===== src/rtl/ram_arb_pkg.sv =====
// Shared types and constants for the two-port RAM arbiter.
// Optional fixed-priority build: RAM_ARB_FIXED_PRIO_EN.
package ram_arb_pkg;

   localparam int ARB_DW = 32;
   localparam int ARB_AW = 10;

   localparam logic ARB_M0 = 1'b0;
   localparam logic ARB_M1 = 1'b1;

   typedef struct packed {
      logic [ARB_AW-1:0] addr;
      logic [ARB_DW-1:0] wdata;
      logic [3:0]        wen;
   } req_t;

   typedef struct packed {
      logic [ARB_DW-1:0] rdata;
   } rsp_t;

endpackage


===== src/rtl/ram_arb_rsp_slot.sv =====
// Per-requester response register: holds rsp_valid/rsp_rdata until consumed
// and reports when the requester is blocked by a held response.
module ram_arb_rsp_slot
   import ram_arb_pkg::*;
(
   input  logic              clk,
   input  logic              srst_n,
   input  logic              i_grant,
   input  logic [ARB_DW-1:0] i_cap_data,
   input  logic              i_rsp_ready,
   output logic              o_rsp_valid,
   output rsp_t              o_rsp,
   output logic              o_busy
);

   logic r_valid;
   rsp_t r_rsp;

   // A grant wins over a consume so back-to-back responses stay valid.
   always_ff @(posedge clk) begin
      if (!srst_n) begin
         r_valid <= 1'b0;
         r_rsp   <= '0;
      end else if (i_grant) begin
         r_valid     <= 1'b1;
         r_rsp.rdata <= i_cap_data;
      end else if (i_rsp_ready) begin
         r_valid <= 1'b0;
      end
   end

   assign o_busy      = r_valid & ~i_rsp_ready;
   assign o_rsp_valid = r_valid;
   assign o_rsp       = r_rsp;

endmodule


===== src/rtl/ram_port_arbiter.sv =====
// Two-requester arbiter driving a single-port word RAM (m0 = LSU, m1 = fetch).
// Define RAM_ARB_FIXED_PRIO_EN for fixed m0 priority instead of round-robin.
module ram_port_arbiter
   import ram_arb_pkg::*;
#(
   parameter int DATA_WIDTH = 32,
   parameter int ADDR_WIDTH = 10,
   parameter int DATA_NUM   = 1024
)
(
   input  logic                  clk,
   input  logic                  srst_n,
   input  logic                  m0_req_valid,
   output logic                  m0_req_ready,
   input  logic [ADDR_WIDTH-1:0] m0_req_addr,
   input  logic [DATA_WIDTH-1:0] m0_req_wdata,
   input  logic [3:0]            m0_req_wen,
   output logic                  m0_rsp_valid,
   input  logic                  m0_rsp_ready,
   output logic [DATA_WIDTH-1:0] m0_rsp_rdata,
   input  logic                  m1_req_valid,
   output logic                  m1_req_ready,
   input  logic [ADDR_WIDTH-1:0] m1_req_addr,
   input  logic [DATA_WIDTH-1:0] m1_req_wdata,
   input  logic [3:0]            m1_req_wen,
   output logic                  m1_rsp_valid,
   input  logic                  m1_rsp_ready,
   output logic [DATA_WIDTH-1:0] m1_rsp_rdata,
   output logic [ADDR_WIDTH-1:0] ram_addr,
   output logic [DATA_WIDTH-1:0] ram_wdata,
   output logic                  ram_ren,
   output logic [3:0]            ram_wen,
   input  logic [DATA_WIDTH-1:0] ram_rdata
);

   if (DATA_WIDTH != ARB_DW || ADDR_WIDTH != ARB_AW || DATA_NUM > (1 << ADDR_WIDTH)) begin : g_bad_cfg
      $error("ram_port_arbiter: unsupported parameter set");
   end

   req_t [1:0]            w_req;
   rsp_t [1:0]            w_rsp;
   logic [1:0]            w_busy;
   logic [1:0]            w_elig;
   logic [1:0]            w_grant;
   logic [1:0]            w_rsp_valid;
   req_t                  w_win;
   logic                  w_ren;
   logic [DATA_WIDTH-1:0] w_cap_data;

   assign w_req[ARB_M0] = '{addr: m0_req_addr, wdata: m0_req_wdata, wen: m0_req_wen};
   assign w_req[ARB_M1] = '{addr: m1_req_addr, wdata: m1_req_wdata, wen: m1_req_wen};

   assign w_elig[ARB_M0] = m0_req_valid & ~w_busy[ARB_M0];
   assign w_elig[ARB_M1] = m1_req_valid & ~w_busy[ARB_M1];

`ifndef RAM_ARB_FIXED_PRIO_EN
   logic r_rr_ptr;

   // Pointer moves to the loser only when both requesters competed.
   always_ff @(posedge clk) begin
      if (!srst_n) begin
         r_rr_ptr <= ARB_M0;
      end else if (&w_elig) begin
         r_rr_ptr <= ~r_rr_ptr;
      end
   end
`endif

   // Grant selection; nothing is granted while reset is asserted.
   always_comb begin
      w_grant = 2'b00;
      if (!srst_n) begin
         w_grant = 2'b00;
      end else if (&w_elig) begin
`ifdef RAM_ARB_FIXED_PRIO_EN
         w_grant[ARB_M0] = 1'b1;
`else
         w_grant[r_rr_ptr] = 1'b1;
`endif
      end else begin
         w_grant = w_elig;
      end
   end

   // Winner mux; an idle port drives all zeros so no stray write enables.
   always_comb begin
      w_win = '0;
      if (w_grant[ARB_M1]) begin
         w_win = w_req[ARB_M1];
      end else if (w_grant[ARB_M0]) begin
         w_win = w_req[ARB_M0];
      end else begin
         w_win = '0;
      end
   end

   assign w_ren      = (|w_grant) & (w_win.wen == 4'b0000);
   assign w_cap_data = w_ren ? ram_rdata : '0;

   assign ram_addr  = w_win.addr;
   assign ram_wdata = w_win.wdata;
   assign ram_wen   = w_win.wen;
   assign ram_ren   = w_ren;

   ram_arb_rsp_slot u_slot_m0 (
      .clk         (clk),
      .srst_n      (srst_n),
      .i_grant     (w_grant[ARB_M0]),
      .i_cap_data  (w_cap_data),
      .i_rsp_ready (m0_rsp_ready),
      .o_rsp_valid (w_rsp_valid[ARB_M0]),
      .o_rsp       (w_rsp[ARB_M0]),
      .o_busy      (w_busy[ARB_M0])
   );

   ram_arb_rsp_slot u_slot_m1 (
      .clk         (clk),
      .srst_n      (srst_n),
      .i_grant     (w_grant[ARB_M1]),
      .i_cap_data  (w_cap_data),
      .i_rsp_ready (m1_rsp_ready),
      .o_rsp_valid (w_rsp_valid[ARB_M1]),
      .o_rsp       (w_rsp[ARB_M1]),
      .o_busy      (w_busy[ARB_M1])
   );

   assign m0_req_ready = w_grant[ARB_M0];
   assign m1_req_ready = w_grant[ARB_M1];
   assign m0_rsp_valid = w_rsp_valid[ARB_M0];
   assign m1_rsp_valid = w_rsp_valid[ARB_M1];
   assign m0_rsp_rdata = w_rsp[ARB_M0].rdata;
   assign m1_rsp_rdata = w_rsp[ARB_M1].rdata;

endmodule


===== config.mk =====
export PLATFORM = sky130hd
export DESIGN_NAME = ram_port_arbiter
export DESIGN_NICKNAME = d
export VERILOG_FILES = /design/src/rtl/ram_arb_pkg.sv /design/src/rtl/ram_arb_rsp_slot.sv /design/src/rtl/ram_port_arbiter.sv
export SDC_FILE = /design/constraint.sdc
export NUM_CORES = 1
export LEC_CHECK = 0
export CAP_MARGIN = 40
export CORE_AREA = 4 4 92 94
export CTS_CLUSTER_DIAMETER = 50
export DETAILED_ROUTE_END_ITERATION = 8
export DIE_AREA = 0 0 96 98
export DONT_BUFFER_PORTS = 1
export HOLD_SLACK_MARGIN = 0.06
export REMOVE_ABC_BUFFERS = 1
export SYNTH_ARGS = -nofsm -noshare
export SYNTH_HDL_FRONTEND = slang
export SYNTH_HIERARCHICAL = 1
export SYNTH_SLANG_ARGS = --single-unit

===== constraint.sdc =====
create_clock -name clk -period 3.3 [get_ports clk]
set_clock_uncertainty 0.05 [all_clocks]
set_input_delay 0.495 -clock clk [delete_from_list [all_inputs] [get_ports clk]]
set_output_delay 0.495 -clock clk [all_outputs]
set_load 0.005 [all_outputs]

==> Flow_metrics.wiki <==
{| class="wikitable"
! Metric !! Value
|-
| Result of the run || finished, final reports clean
|-
| Switching share of power || between 20% and 30%
|-
| Max_slew headroom || 54.8%
|-
| Classification of the worst-slack hold path || input port to flop
|-
| Internal power contribution || roughly 1.4 mW
|-
| Final setup violating endpoints || 0
|-
| Number of iterations in the first detailed-routing pass || 4
|-
| CP startpoint || u_slot_m1/o_rsp_valid
|-
| Post-layout instance area || a little under 0.004 mm^2
|-
| Clock share of power || between 40% and 50%
|-
| Initial core utilization || between 40% and 50%
|-
| CTS tree || done
|-
| FF-to-FF setup slack || 0.63 ns
|-
| Maximum capacitance violations || 0
|-
| Total negative setup slack || 0 ns
|-
| Maximum count of clock buffers along a single path || 2
|-
| Largest net degree at the start of global routing || about 100
|-
| Share of the yosys chip area belonging to registers || 35.4%
|-
| Cells on worst reg2reg path || 6
|-
| Leak || between 1 and 1.5 nW
|-
| Cts repair resizes || 0
|-
| Y dimension of the die || about 98 um
|-
| Final count of pins violating max slew || 0
|-
| Setup repair after global routing missed its margin || no
|-
| Pwr/cell area || 477 mW/mm^2
|-
| Switch Pwr || slightly below 0.5 mW
|-
| Layout Area Growth over Synthesis || 3.83%
|-
| Buffers inserted during post-CTS setup optimization || 0
|-
| DRC violations left || 0
|-
| Final core utilization || between 50% and 60%
|-
| Kind of end point of the critical path || primary output
|-
| Number of synthesized register bits || between 60 and 70
|-
| Cells traversed along the worst timing path || nor2b_1 -> nor2b_1 -> and3b_4 -> a22o_1
|-
| Die extent in x || roughly 96 um
|-
| Yosys warning total || 6
|-
| Transition time at the pin with the least slew margin || around 0.67 ns
|-
| Routability congestion estimate || about 0.82
|-
| Number of nets with antenna violations after detailed routing || 0
|-
| Antenna cells || 0
|-
| Top-level I/O count || 245
|-
| First-pass GRT wire length || 15.4 mm
|-
| Average instance area after synthesis || around 10 um^2
|-
| IR drop worst, VDD || about 0.28 mV
|-
| Sum of routed wire length over all layers || roughly 11 mm
|-
| Clock buffer count from CTS || 9
|-
| Worst stage delay on the critical path || 0.74 ns
|-
| Count of port buffers added during placement || 0
|-
| Worst-Skew Late Latency || 0.33 ns
|-
| Via count of the first global-routing pass || ~2600
|-
| Synthesized netlist cell count || about 360
|-
| Number of distinct library cells after synthesis || 28
|-
| Worst path required time || 2.75 ns
|-
| Critical path launch point type || flop
|-
| Core region area || 0.00765 mm^2
|-
| Hold path start || srst_n
|-
| Relative contribution of combinational cells to total power || between 10% and 20%
|-
| Total congestion overflow || 0
|-
| Most frequent cells in the layout || sky130_fd_sc_hd__nor2b_1 (67), sky130_fd_sc_hd__dfxtp_1 (67), sky130_fd_sc_hd__mux2i_1 (64)
|-
| Initial antenna violation count || 0
|-
| CP max stage cell || sky130_fd_sc_hd__and3b_4
|-
| Via total after detailed routing || between 2000 and 3000
|-
| Final Critical Period || around 3.0 ns
|-
| Hold path cells || 1
|-
| Cell mode on critical path || sky130_fd_sc_hd__nor2b_1
|-
| Portion of the clock cycle consumed by the worst path in the final layout || between 90% and 100%
|-
| Crit Path Max Fanout || between 50 and 60
|-
| Worst r2r dst || u_slot_m1/o_rsp[12]
|-
| Cell area after synthesis || 0.00379 mm^2
|-
| Number of clock sinks || 67
|-
| Data arrival time at the worst-slack endpoint || ~2.4 ns
|-
| Launch instance of the worst register-to-register path || u_slot_m1/o_rsp_valid
|-
| Hold Fails Final Rpt || 0
|-
| Worst setup margin || about 0.32 ns
|-
| Critical path class || flop to primary output
|-
| Die area || 0.00941 mm^2
|-
| Vias per cell || 5.84
|-
| Total Nets Final || 477
|-
| Number of hold buffers added after CTS || 0
|-
| Share of total power in sequential cells || between 40 and 50%
|-
| Dpl hpwl || roughly 7.9 mm
|-
| Routed length per placed instance || roughly 24 um
|-
| Initial DRC count || 94
|-
| Number of levels the H-tree was split into || 3
|-
| Number of rows created at floorplan || 32
|-
| Share of post-route cells with drive strength above 1 || between 10% and 20%
|-
| Total routing resource utilization after global routing || 21.7%
|-
| Clock Root Buffer || sky130_fd_sc_hd__clkbuf_8
|-
| Total cell area at the placement stage || 0.00371 mm^2
|-
| Max Clock Freq || 0.335 GHz
|-
| WHS Endpoint || u_slot_m1/o_rsp[12]
|-
| CTS clk-pin slew, worst paths || ~0.08 ns
|-
| Post-place setup slack || 0.532 ns
|}
-- Yosys cell counts --
library cell | count | area (um^2)
sky130_fd_sc_hd__a211oi_2 | 1 | 12.5
sky130_fd_sc_hd__a21oi_1 | 2 | 10.0
sky130_fd_sc_hd__a22o_1 | 45 | 394
sky130_fd_sc_hd__a22o_2 | 1 | 10.0
sky130_fd_sc_hd__and2_1 | 1 | 6.26
sky130_fd_sc_hd__and3b_1 | 1 | 8.76
sky130_fd_sc_hd__and4bb_1 | 1 | 12.5
sky130_fd_sc_hd__buf_1 | 1 | 3.75
sky130_fd_sc_hd__buf_12 | 6 | 120
sky130_fd_sc_hd__buf_2 | 11 | 55.1
sky130_fd_sc_hd__buf_4 | 4 | 30.0
sky130_fd_sc_hd__buf_6 | 4 | 45.0
sky130_fd_sc_hd__buf_8 | 3 | 45.0
sky130_fd_sc_hd__clkbuf_1 | 9 | 33.8
sky130_fd_sc_hd__dfxtp_1 | 67 | 1340
sky130_fd_sc_hd__inv_1 | 1 | 3.75
sky130_fd_sc_hd__mux2i_1 | 64 | 641
sky130_fd_sc_hd__nand2_1 | 32 | 120
sky130_fd_sc_hd__nand3b_1 | 1 | 7.51
sky130_fd_sc_hd__nor2b_1 | 67 | 419
sky130_fd_sc_hd__nor3b_1 | 1 | 7.51
sky130_fd_sc_hd__nor4_1 | 4 | 25.0
sky130_fd_sc_hd__nor4_2 | 28 | 350
sky130_fd_sc_hd__nor4_4 | 2 | 42.5
sky130_fd_sc_hd__nor4b_1 | 1 | 8.76
sky130_fd_sc_hd__nor4bb_1 | 1 | 10.0
sky130_fd_sc_hd__o21a_1 | 2 | 15.0
sky130_fd_sc_hd__xor2_1 | 1 | 8.76
-- power groups by stage --
stage                     Combinational, mW  Sequential, mW  Clock [mW]
after floorplan                       0.220           0.855           0
after global placement                0.263           0.861           0
after detailed placement              0.264           0.861           0
after CTS                             0.266           0.842       0.791
after global routing                  0.284           0.844       0.827
final                                 0.261           0.842       0.772
-- per-layer routing --
| layer | vias to the layer above | part of all wire [%] | GRT usage [%] |
|---|---|---|---|
| met1 | 1235 | 39 | 26.5 |
| met2 | 132 | 50 | 35.6 |
| met5 | - | 0 | 0 |
| met3 | 12 | 9.1 | 6.55 |
| met4 | 0 | 1.6 | 8.21 |
| li1 | 1274 | - | - |
-- how the worst max path moves through the flow --
stage / slack (ns) / endpoint
after floorplan: -2.57 / ram_wen[3]
after global placement: 0.63 / u_slot_m1/o_rsp[18]
after detailed placement: 0.53 / u_slot_m1/o_rsp[10]
after CTS: 0.27 / ram_addr[0]
after global routing: 0.13 / ram_addr[0]
final: 0.32 / ram_addr[0]
-- sequential cells by signal, summed over array words and instances, names as in the netlist --
register               flops
u_slot_m0/o_rsp           32
u_slot_m1/o_rsp           32
r_rr_ptr                   1
u_slot_m0/o_rsp_valid      1
u_slot_m1/o_rsp_valid      1
-- critical path, delay by kind of cell, from the launching register on --
family           cells  cell delay, ns
flip-flops           1            0.32
AO/OA/AOI/OAI        1            0.32
AND/OR/NAND/NOR      3            1.44
-- cell type report --
cell class	instances	area (um^2)
timing repair buffer	12	90.1
clock inverter	6	88.8
clock buffer	10	138
inverter	1	3.75
tap	102	128
multi-input combinational	256	2140
sequential	67	1340
fill	709	3710
-- stage by stage --
stage / power [mW] / cells / hold slack (ns)
2_1_floorplan: 1.08 / 324 / 0.459
3_3_place_gp: 1.12 / 438 / 0.478
3_5_place_dp: 1.13 / 438 / 0.484
4_1_cts: 1.90 / 454 / 0.219
5_1_grt: 1.95 / 454 / 0.213
6_report: 1.88 / 454 / 0.243
-- cell families after synthesis --
logic type	Yosys count	synth area share [%]
simple gates	140	26.9
flops	67	35.4
mux	64	16.9
compound gates	51	11.7
buf+inv	39	8.89
xor+xnor	1	0.231
Note: power is estimated with default switching activity, not from simulation.
